File: src/rtl/lock_prog.sv
// lock_prog: four-digit combination lock with a programmable code,
// consecutive-failure lockout and a thermometer display of entry progress.
// ostate encodes the state directly (00 LOCKED, 01 OPEN, 10 PROG, 11 LOCKOUT).
module lock_prog #(
  parameter logic [15:0] DEFAULT_CODE   = 16'hA5C3,
  parameter int unsigned LOCKOUT_CYCLES = 100_000_000,
  parameter int unsigned MAX_FAILS      = 3
) (
  input  logic       iclk,
  input  logic       irst,
  input  logic [3:0] isw,
  input  logic       ibtn,
  input  logic       iprog,
  output logic [3:0] oled,
  output logic [1:0] ostate
);

  // Timer counts LOCKOUT_CYCLES-1 down to 0, so it never needs to hold LOCKOUT_CYCLES itself.
  localparam int                TW         = $clog2(LOCKOUT_CYCLES);
  localparam logic [TW-1:0]     TIMER_LOAD = TW'(LOCKOUT_CYCLES - 1);
  localparam logic [1:0]        FAIL_LIMIT = 2'(MAX_FAILS);

  typedef enum logic [1:0] {
    ST_LOCKED  = 2'b00,
    ST_OPEN    = 2'b01,
    ST_PROG    = 2'b10,
    ST_LOCKOUT = 2'b11
  } state_t;

  state_t        state_q, state_d;
  logic [2:0]    cnt_q, cnt_d;
  // Only the first three digits are buffered: the fourth is always taken
  // straight from isw on the edge that completes the entry.
  logic [11:0]   buf_q, buf_d;
  logic [1:0]    fail_q, fail_d;
  logic [TW-1:0] timer_q, timer_d;
  logic [15:0]   code_q, code_d;
  logic [3:0]    oled_q, oled_d;

  // Edge history. The *_mask_q flags remember a button that was high on the
  // reset edge, so a button held through reset is not seen as a fresh press
  // even though the history registers themselves are cleared by reset.
  logic          btn_prev_q, prog_prev_q;
  logic          btn_mask_q, prog_mask_q;

  logic          btn_press, prog_press;
  logic          last_digit;
  logic [15:0]   entered;
  logic [1:0]    fail_inc;

  assign btn_press  = ibtn  & ~btn_prev_q  & ~btn_mask_q;
  assign prog_press = iprog & ~prog_prev_q & ~prog_mask_q;
  assign last_digit = (cnt_q == 3'd3);
  assign entered    = {buf_q, isw};
  assign fail_inc   = (fail_q == 2'd3) ? fail_q : fail_q + 2'd1;

  // Next-state logic for the lock FSM and its datapath registers.
  always_comb begin
    state_d = state_q;
    cnt_d   = cnt_q;
    buf_d   = buf_q;
    fail_d  = fail_q;
    timer_d = timer_q;
    code_d  = code_q;

    unique case (state_q)
      ST_LOCKED: begin
        if (btn_press) begin
          if (last_digit) begin
            cnt_d = 3'd0;
            buf_d = 12'd0;
            if (entered == code_q) begin
              state_d = ST_OPEN;
              fail_d  = 2'd0;
            end else begin
              fail_d = fail_inc;
              if (fail_inc >= FAIL_LIMIT) begin
                state_d = ST_LOCKOUT;
                timer_d = TIMER_LOAD;
              end
            end
          end else begin
            cnt_d = cnt_q + 3'd1;
            buf_d = {buf_q[7:0], isw};
          end
        end
      end

      ST_OPEN: begin
        cnt_d = 3'd0;
        buf_d = 12'd0;
        // Lock request wins when both buttons fire on the same edge.
        if (btn_press) begin
          state_d = ST_LOCKED;
        end else if (prog_press) begin
          state_d = ST_PROG;
        end
      end

      ST_PROG: begin
        // Abort wins over a simultaneous digit; the digit is dropped.
        if (prog_press) begin
          state_d = ST_OPEN;
          cnt_d   = 3'd0;
          buf_d   = 12'd0;
        end else if (btn_press) begin
          if (last_digit) begin
            code_d  = entered;
            state_d = ST_OPEN;
            cnt_d   = 3'd0;
            buf_d   = 12'd0;
          end else begin
            cnt_d = cnt_q + 3'd1;
            buf_d = {buf_q[7:0], isw};
          end
        end
      end

      ST_LOCKOUT: begin
        cnt_d = 3'd0;
        buf_d = 12'd0;
        if (timer_q == '0) begin
          state_d = ST_LOCKED;
          fail_d  = 2'd0;
        end else begin
          timer_d = timer_q - TW'(1);
        end
      end

      default: begin
        state_d = ST_LOCKED;
        cnt_d   = 3'd0;
        buf_d   = 12'd0;
      end
    endcase
  end

  // LED pattern for the state being entered, so oled is registered alongside it.
  always_comb begin
    oled_d = 4'b0000;
    unique case (state_d)
      ST_OPEN:    oled_d = 4'b1111;
      ST_LOCKOUT: oled_d = 4'b1001;
      default:    oled_d = {1'b0, cnt_d >= 3'd3, cnt_d >= 3'd2, cnt_d >= 3'd1};
    endcase
  end

  // State, datapath and edge-history registers with synchronous reset.
  always_ff @(posedge iclk) begin
    if (irst) begin
      state_q     <= ST_LOCKED;
      cnt_q       <= 3'd0;
      buf_q       <= 12'd0;
      fail_q      <= 2'd0;
      timer_q     <= '0;
      code_q      <= DEFAULT_CODE;
      oled_q      <= 4'b0000;
      btn_prev_q  <= 1'b0;
      prog_prev_q <= 1'b0;
      btn_mask_q  <= ibtn;
      prog_mask_q <= iprog;
    end else begin
      state_q     <= state_d;
      cnt_q       <= cnt_d;
      buf_q       <= buf_d;
      fail_q      <= fail_d;
      timer_q     <= timer_d;
      code_q      <= code_d;
      oled_q      <= oled_d;
      btn_prev_q  <= ibtn;
      prog_prev_q <= iprog;
      btn_mask_q  <= 1'b0;
      prog_mask_q <= 1'b0;
    end
  end

  assign ostate = state_q;
  assign oled   = oled_q;

endmodule
File: config.mk
export PLATFORM = sky130hd
export DESIGN_NAME = lock_prog
export DESIGN_NICKNAME = d
export VERILOG_FILES = /design/src/rtl/lock_prog.sv
export SDC_FILE = /design/constraint.sdc
export NUM_CORES = 1
export LEC_CHECK = 0
export ABC_AREA = 1
export BUFFER_PORTS_ARGS = -buffer_cell sky130_fd_sc_hd__buf_2
export CAP_MARGIN = 20
export CORE_ASPECT_RATIO = 0.75
export CORE_MARGIN = 5
export CORE_UTILIZATION = 55
export CTS_CLUSTER_SIZE = 16
export DETAILED_ROUTE_END_ITERATION = 10
export PLACE_DENSITY = 0.83
export SYNTH_ARGS = -nofsm -noshare
export SYNTH_HDL_FRONTEND = slang
export SYNTH_SLANG_ARGS = --single-unit
File: constraint.sdc
create_clock -name iclk -period 1.7 [get_ports iclk]
set_input_delay 0.34 -clock iclk [delete_from_list [all_inputs] [get_ports iclk]]
set_output_delay 0.34 -clock iclk [all_outputs]
set_load 0.02 [all_outputs]
==> metrics, run 1 <==
area grow syn2layout 28.6%; TritonCTS clock tree yes; CTS Buffer Depth 2; routability cong. 0.905; Inserted Clock Buffers 9; initial DRC count 499; drt total wl 11400 um; Worst Hold Class input pin to flop; syn nets 605; Cells after Synth 594; Setup WS post-layout -115 ps; Clock Skew 12.6 ps; Die Area 0.00860 mm^2; flops & latches, synth 69; WS Path Type flop to flop; worst-path maximum fanout 13; Comb power frac 0.068; dpl cells 704; DR vias 4201; sequential area share after synthesis 0.368; yosys warns 0; cell leakage power 0.00237 uW; clock power share 0.424; arrival time worst endpoint 2080 ps; P_sw 846 uW; CP top delay family simple AND/OR/NAND/NOR gates; Peak supply drop 0.690 mV; Avg Cell Area, Syn 6.33 um^2; crit start category flop; DP HPWL 6460 um; part of the cycle the worst path needs 1.07; drt pass-1 iters 5; largest net degree at the start of global routing 43; mapped cell area 0.00376 mm^2; DR WL/cell 15.6 um; vias in the first global route 3682; post-route ant nets 0; DRC violations left 0; gr ovfl total 0; chip width 105 um; CP Buf/Inv Count 2; CP endpoint kind flop; NumNets Final 655; # fillers 456; count of final setup violators 26; site row count 26; slowest stage delay, CP 350 ps; Total GRT Usage 0.237; # hold bufs at CTS 0; Setup WS pre-CTS -108 ps; ANT cells 0; number of buffers added on ports 13; Slew HR 0.660; # clock sinks 69; failing checks negative setup slack; Critical-path top delay cell dfxtp_2; Core Area 0.00673 mm^2; CTS Root Buffer Type clkbuf_8; io pins 14; pwr dens 685 mW/mm^2; H-tree depth 3; Reg clk slew, reported paths 80 ps; switching share of power 0.256; most used cell, CP inv_4; first-pass GRT wire length 16400 um; Synth cell types 34; fraction of layout cells with a size suffix above 1 0.300; Slew Viols, Final 0; Vias/cell 5.73; Starting Density 0.558; worst skew pair latency 360 ps; critical path required time 1970 ps; fin cells 733; Seq pwr share 0.507; max_cap viols 0; crit path cell chain inv_4 > ha_4 > nand3_4 > nor3_4 > nand3_2 > o21ai_4 > inv_4 > nand2_8 > nand2_1 > a21oi_1; Peak Freq 551 MHz; Int Pwr 2460 uW; Tmin final 1810 ps; DIE HEIGHT 81.6 um; initial antenna violation count 0; status complete, but fails checks; final hold violation count 0; unrepaired setup endpoints after global routing yes; worst-margin pin slew 509 ps
-- worst register-to-register path: cells and delay by family (launching register included) --
kind / cells / cell delay [ps]
flip-flops: 1 / 350
buffers and inverters: 2 / 210
AND/OR/NAND/NOR: 5 / 660
AO/OA/AOI/OAI: 2 / 350
adder cells (fa/ha/maj): 1 / 150
-- cells in the final DEF, fill, tap and decap left out, drive strengths merged --
cell      n
nand4     2
o21bai    2
dfxtp    69
a21oi    47
ha        3
clkbuf   14
or2      12
clkinv    4
o211ai    2
inv      71
xor2      4
and2      1
nor3b     1
nand3    59
nand2   168
buf      56
nor3      3
xnor2     1
a211oi   12
nor2     95
bufinv    1
o21ai    22
-- logic make-up after synthesis --
family / Yosys count / synth area share
AND/OR/NAND/NOR: 339 / 0.384
buffers and inverters: 93 / 0.102
AO/OA/AOI/OAI: 85 / 0.125
flip-flops: 69 / 0.368
XOR/XNOR: 5 / 0.0117
adder cells (fa/ha/maj): 3 / 0.00999
-- metrics by stage --
| step | cell area (um^2) | hold slack (ps) | utilization | power, uW | TNS, ps |
|---|---|---|---|---|---|
| after global routing | 4830 | 179 | 0.718 | 3410 | -4610 |
| after detailed placement | 4120 | 471 | 0.611 | 1930 | -938 |
| final | 4830 | 172 | 0.718 | 3310 | -1520 |
| after CTS | 4360 | 170 | 0.648 | 3290 | 0 |
| after global placement | 4120 | 461 | 0.611 | 1920 | 0 |
| after floorplan | 3760 | 433 | - | 1850 | 0 |
-- metal layers --
| metal | GRT usage | vias to the layer above | share of wire |
|---|---|---|---|
| li1 | - | 1989 | - |
| met1 | 0.303 | 1922 | 0.41 |
| met2 | 0.395 | 246 | 0.47 |
| met3 | 0.0628 | 44 | 0.094 |
| met4 | 0.0786 | 0 | 0.028 |
| met5 | 0 | - | 0 |
-- sequential cells by signal, summed over array words and instances, names as in the netlist, 2 cells and up --
register	flops
code_q	16
timer_q	27
buf_q	12
cnt_q	3
fail_q	2
oled	4
-- power by group through the flow --
stage	clock (uW)	combinational, uW	sequential (uW)
floorplan	0	135	1720
global placement	0	204	1710
detailed placement	0	213	1710
CTS	1400	216	1680
global route	1470	254	1680
finish	1400	227	1680
-- what timing repair did --
item,CTS,global route
gates resized for setup,7,108
buffers inserted,1,6
cloned,1,5
endpoints found under the setup margin,24,51
pin swaps,1,36
-- final timing paths --
path	from	endpoint	slack, ps	cells after the start
worst max-delay path	timer_q[1]$_SDFFE_PP0P_	timer_q[7]$_SDFFE_PP0P_	-110	10
worst min-delay path	iprog	prog_mask_q$_SDFF_PN0_	170	3
worst max register to register	timer_q[1]$_SDFFE_PP0P_	timer_q[7]$_SDFFE_PP0P_	-110	10
worst min register to register	timer_q[25]$_SDFFE_PP0P_	timer_q[25]$_SDFFE_PP0P_	480	2
-- layout make-up --
cell class | count | area (um^2) | share of cell area
Timing Repair Buffer | 58 | 485 | 0.100
Clock inverter | 4 | 56.3 | 0.0116
Multi-Input combinational cell | 434 | 2350 | 0.486
Inverter | 71 | 277 | 0.0572
Sequential cell | 69 | 1410 | 0.292
Clock buffer | 12 | 145 | 0.0300
Tap cell | 84 | 105 | 0.0217
Timing Repair inverter | 1 | 6.26 | 0.00129
-- synth_stat cells (all sizes together) --
cell type  count  area share
dfxtp         69        0.37
xnor2          1      0.0023
ha             3       0.010
nand3         59       0.080
nand2        166        0.17
o21ai         22       0.030
a21oi         47       0.063
nand4          2      0.0033
xor2           4      0.0093
nor3b          1      0.0020
o21bai         2      0.0040
a211oi        12       0.024
nor2          95        0.10
inv           70       0.071
nor3           3      0.0053
buf            8       0.016
and2           1      0.0023
clkbuf        14       0.014
clkinv         1      0.0010
o211ai         2      0.0040
or2           12       0.020
No activity file was read; power rests on OpenSTA's default activity.
==> run 2: changes to the inputs <==
--- a/config.mk
+++ b/config.mk
@@ -10,10 +10,10 @@
 export CAP_MARGIN = 20
 export CORE_ASPECT_RATIO = 0.75
 export CORE_MARGIN = 5
-export CORE_UTILIZATION = 55
+export CORE_UTILIZATION = 60
 export CTS_CLUSTER_SIZE = 16
 export DETAILED_ROUTE_END_ITERATION = 10
-export PLACE_DENSITY = 0.83
+export PLACE_DENSITY = 0.89
 export SYNTH_ARGS = -nofsm -noshare
 export SYNTH_HDL_FRONTEND = slang
 export SYNTH_SLANG_ARGS = --single-unit
==> metrics, run 2 (synthesis results as in run 1) <==
fraction of layout cells with a size suffix above 1 0.303 (+0.00215); gr ovfl total 0 (unchanged); Inserted Clock Buffers 9 (unchanged); launch point of the worst reg-to-reg path timer_q[12]$_SDFFE_PP0P_; # fillers 349 (-23%); CP Buf/Inv Count 2 (unchanged); worst skew pair latency 360 ps (about the same); DP HPWL 6390 um (-1.0%); clock power share 0.420 (-0.004); vias in the first global route 3703 (+0.57%); Power Total 3260 uW (-1.4%); Worst Hold Class input pin to flop; DR vias 4504 (+7.2%); worst-path maximum fanout 6 (-7); CTS Buffer Depth 2 (unchanged); Worst path depth 10 (unchanged); drt total wl 13000 um (+13%); max_cap viols 0 (unchanged); crit path from timer_q[12]$_SDFFE_PP0P_; NumNets Final 657 (+0.31%); crit path cell chain nor2_2 > nand2_2 > nor2_4 > and2_4 > nand3_2 > o21ai_2 > clkinv_4 > clkbuf_16 > nand3_1 > a21oi_1; Tmin final 1890 ps (+78.3 ps); max reg flops 27 (unchanged); CP endpoint kind flop; WS Path Type flop to flop; switching share of power 0.263 (+0.00730); post-route ant nets 0 (unchanged); Slew Viols, Final 0 (unchanged); Setup WS post-layout -193 ps (-78.3 ps); most common cell after layout, fill and taps aside nand2_1; number of buffers added on ports 13 (unchanged); io pins 14 (unchanged); TritonCTS clock tree yes; unrepaired setup endpoints after global routing yes; Total GRT Usage 0.248 (+0.0103); Peak Freq 528 MHz (-4.1%); Top reg by flops timer_q; site row count 25 (-3.8%); Seq pwr share 0.513 (+0.006); commonest non-fill, non-tap cells in the layout nand2_1, nor2_1, nand3_1; final hold violation count 0 (unchanged); Clock Skew 12.4 ps (-0.222 ps); DRC violations left 0 (unchanged); worst reg-to-reg setup slack -190 ps (-80 ps); crit path capture timer_q[16]$_SDFFE_PP0P_; largest net degree at the start of global routing 43 (unchanged); worst-margin pin slew 509 ps (-0.191 ps); H-tree depth 3 (unchanged); critical path required time 1920 ps (-50 ps); slowest stage delay, CP 360 ps (about the same); Comb power frac 0.067 (about the same); P_sw 858 uW (+1.4%); initial DRC count 715 (+43%); arrival time worst endpoint 2120 ps (+40 ps); Fin Hold WS 217 ps (+44.8 ps); Die Area 0.00796 mm^2 (-7.4%); RR Endpoint timer_q[16]$_SDFFE_PP0P_; Slew HR 0.661 (about the same); area grow syn2layout 28.5%; placed inst area 0.00402 mm^2 (-2.3%); Worst Reg-to-Reg Cells 10 (unchanged); CP top delay family simple AND/OR/NAND/NOR gates; Peak supply drop 0.501 mV (-27%); drt pass-1 iters 6 (+1); DR WL/cell 17.7 um (+13%); design area 0.00483 mm^2 (-0.10%); chip width 101 um (-3.9%); count of final setup violators 32 (+23%); CTS Root Buffer Type clkbuf_8; part of the cycle the worst path needs 1.11 (+0.0460); final core occ 0.780 (+0.0618); Critical-path top delay cell dfxtp_2; pwr dens 676 mW/mm^2 (-1.3%); cell leakage power 0.00237 uW (about the same); initial antenna violation count 0 (unchanged); fin cells 732 (-0.14%); Int Pwr 2400 uW (-2.4%); Starting Density 0.607 (+0.0487); # clock sinks 69 (unchanged); Reg clk slew, reported paths 80 ps (about the same); DIE HEIGHT 78.5 um (-3.7%); biggest regs timer_q: 27 flops, code_q: 16 flops, buf_q: 12 flops; Vias/cell 6.15 (+7.4%); routability cong. 0.986 (+8.8%); dpl cells 689 (-2.1%); failing checks negative setup slack; ANT cells 0 (unchanged); # hold bufs at CTS 0 (unchanged); first-pass GRT wire length 16000 um (-2.9%); status complete, but fails checks; crit start category flop; Core Area 0.00619 mm^2 (-8.0%)
[run 2: worst min path at each step]
stage / cells past startpoint / slack, ps / startpoint / to
3_3_place_gp: 2 / 460 / code_q[1]$_SDFFE_PP1P_ / code_q[1]$_SDFFE_PP1P_
4_1_cts: 3 / 190 / iprog / prog_mask_q$_SDFF_PN0_
6_report: 3 / 220 / iprog / prog_mask_q$_SDFF_PN0_
2_1_floorplan: 2 / 430 / ibtn / btn_mask_q$_SDFF_PN0_
5_1_grt: 3 / 200 / iprog / prog_mask_q$_SDFF_PN0_
3_5_place_dp: 2 / 480 / code_q[1]$_SDFFE_PP1P_ / code_q[1]$_SDFFE_PP1P_
[run 2: power groups by stage]
stage               Combinational, uW  Clock, uW  Sequential (uW)
global placement                  189          0             1710
CTS                               199       1360             1680
global route                      240       1450             1680
floorplan                         135          0             1720
finish                            219       1370             1670
detailed placement                196          0             1720
[run 2: cell type report]
cell class,count,area (um^2),share of cell area
clock inverter,6,68.8,0.0142
sequential,69,1440,0.298
multi-input combinational,434,2290,0.473
timing repair buffer,61,531,0.110
clock buffer,10,128,0.0264
tap,81,101,0.0210
inverter,71,274,0.0567
[run 2: metal layers]
| layer | track usage | up-vias | wire [um] |
|---|---|---|---|
| li1 | - | 1981 | - |
| met1 | 0.312 | 2029 | 4750 |
| met2 | 0.395 | 385 | 5810 |
| met3 | 0.0702 | 109 | 1620 |
| met4 | 0.105 | 0 | 783 |
| met5 | 0 | - | 0 |
[run 2: through the flow]
step	TNS, ps	worst slack (ps)
6_report	-4700	-193
3_3_place_gp	0	30.6
3_5_place_dp	-560	-70.4
2_1_floorplan	0	161
5_1_grt	-7580	-310
4_1_cts	0	3.29
[run 2: worst reg2reg max path: stages (launching register included)]
cell and delay [ps]:
dfxtp_2 360, nor2_2 200, nand2_2 130, nor2_4 130, and2_4 180, nand3_2 80, o21ai_2 100, clkinv_4 200
clkbuf_16 220, nand3_1 90, a21oi_1 80
[run 2: repair_timing]
item,CTS,global route
resized for setup,5,119
setup buffers,0,22
cloned,1,4
setup endpoints to repair,28,34
pin swaps,0,21
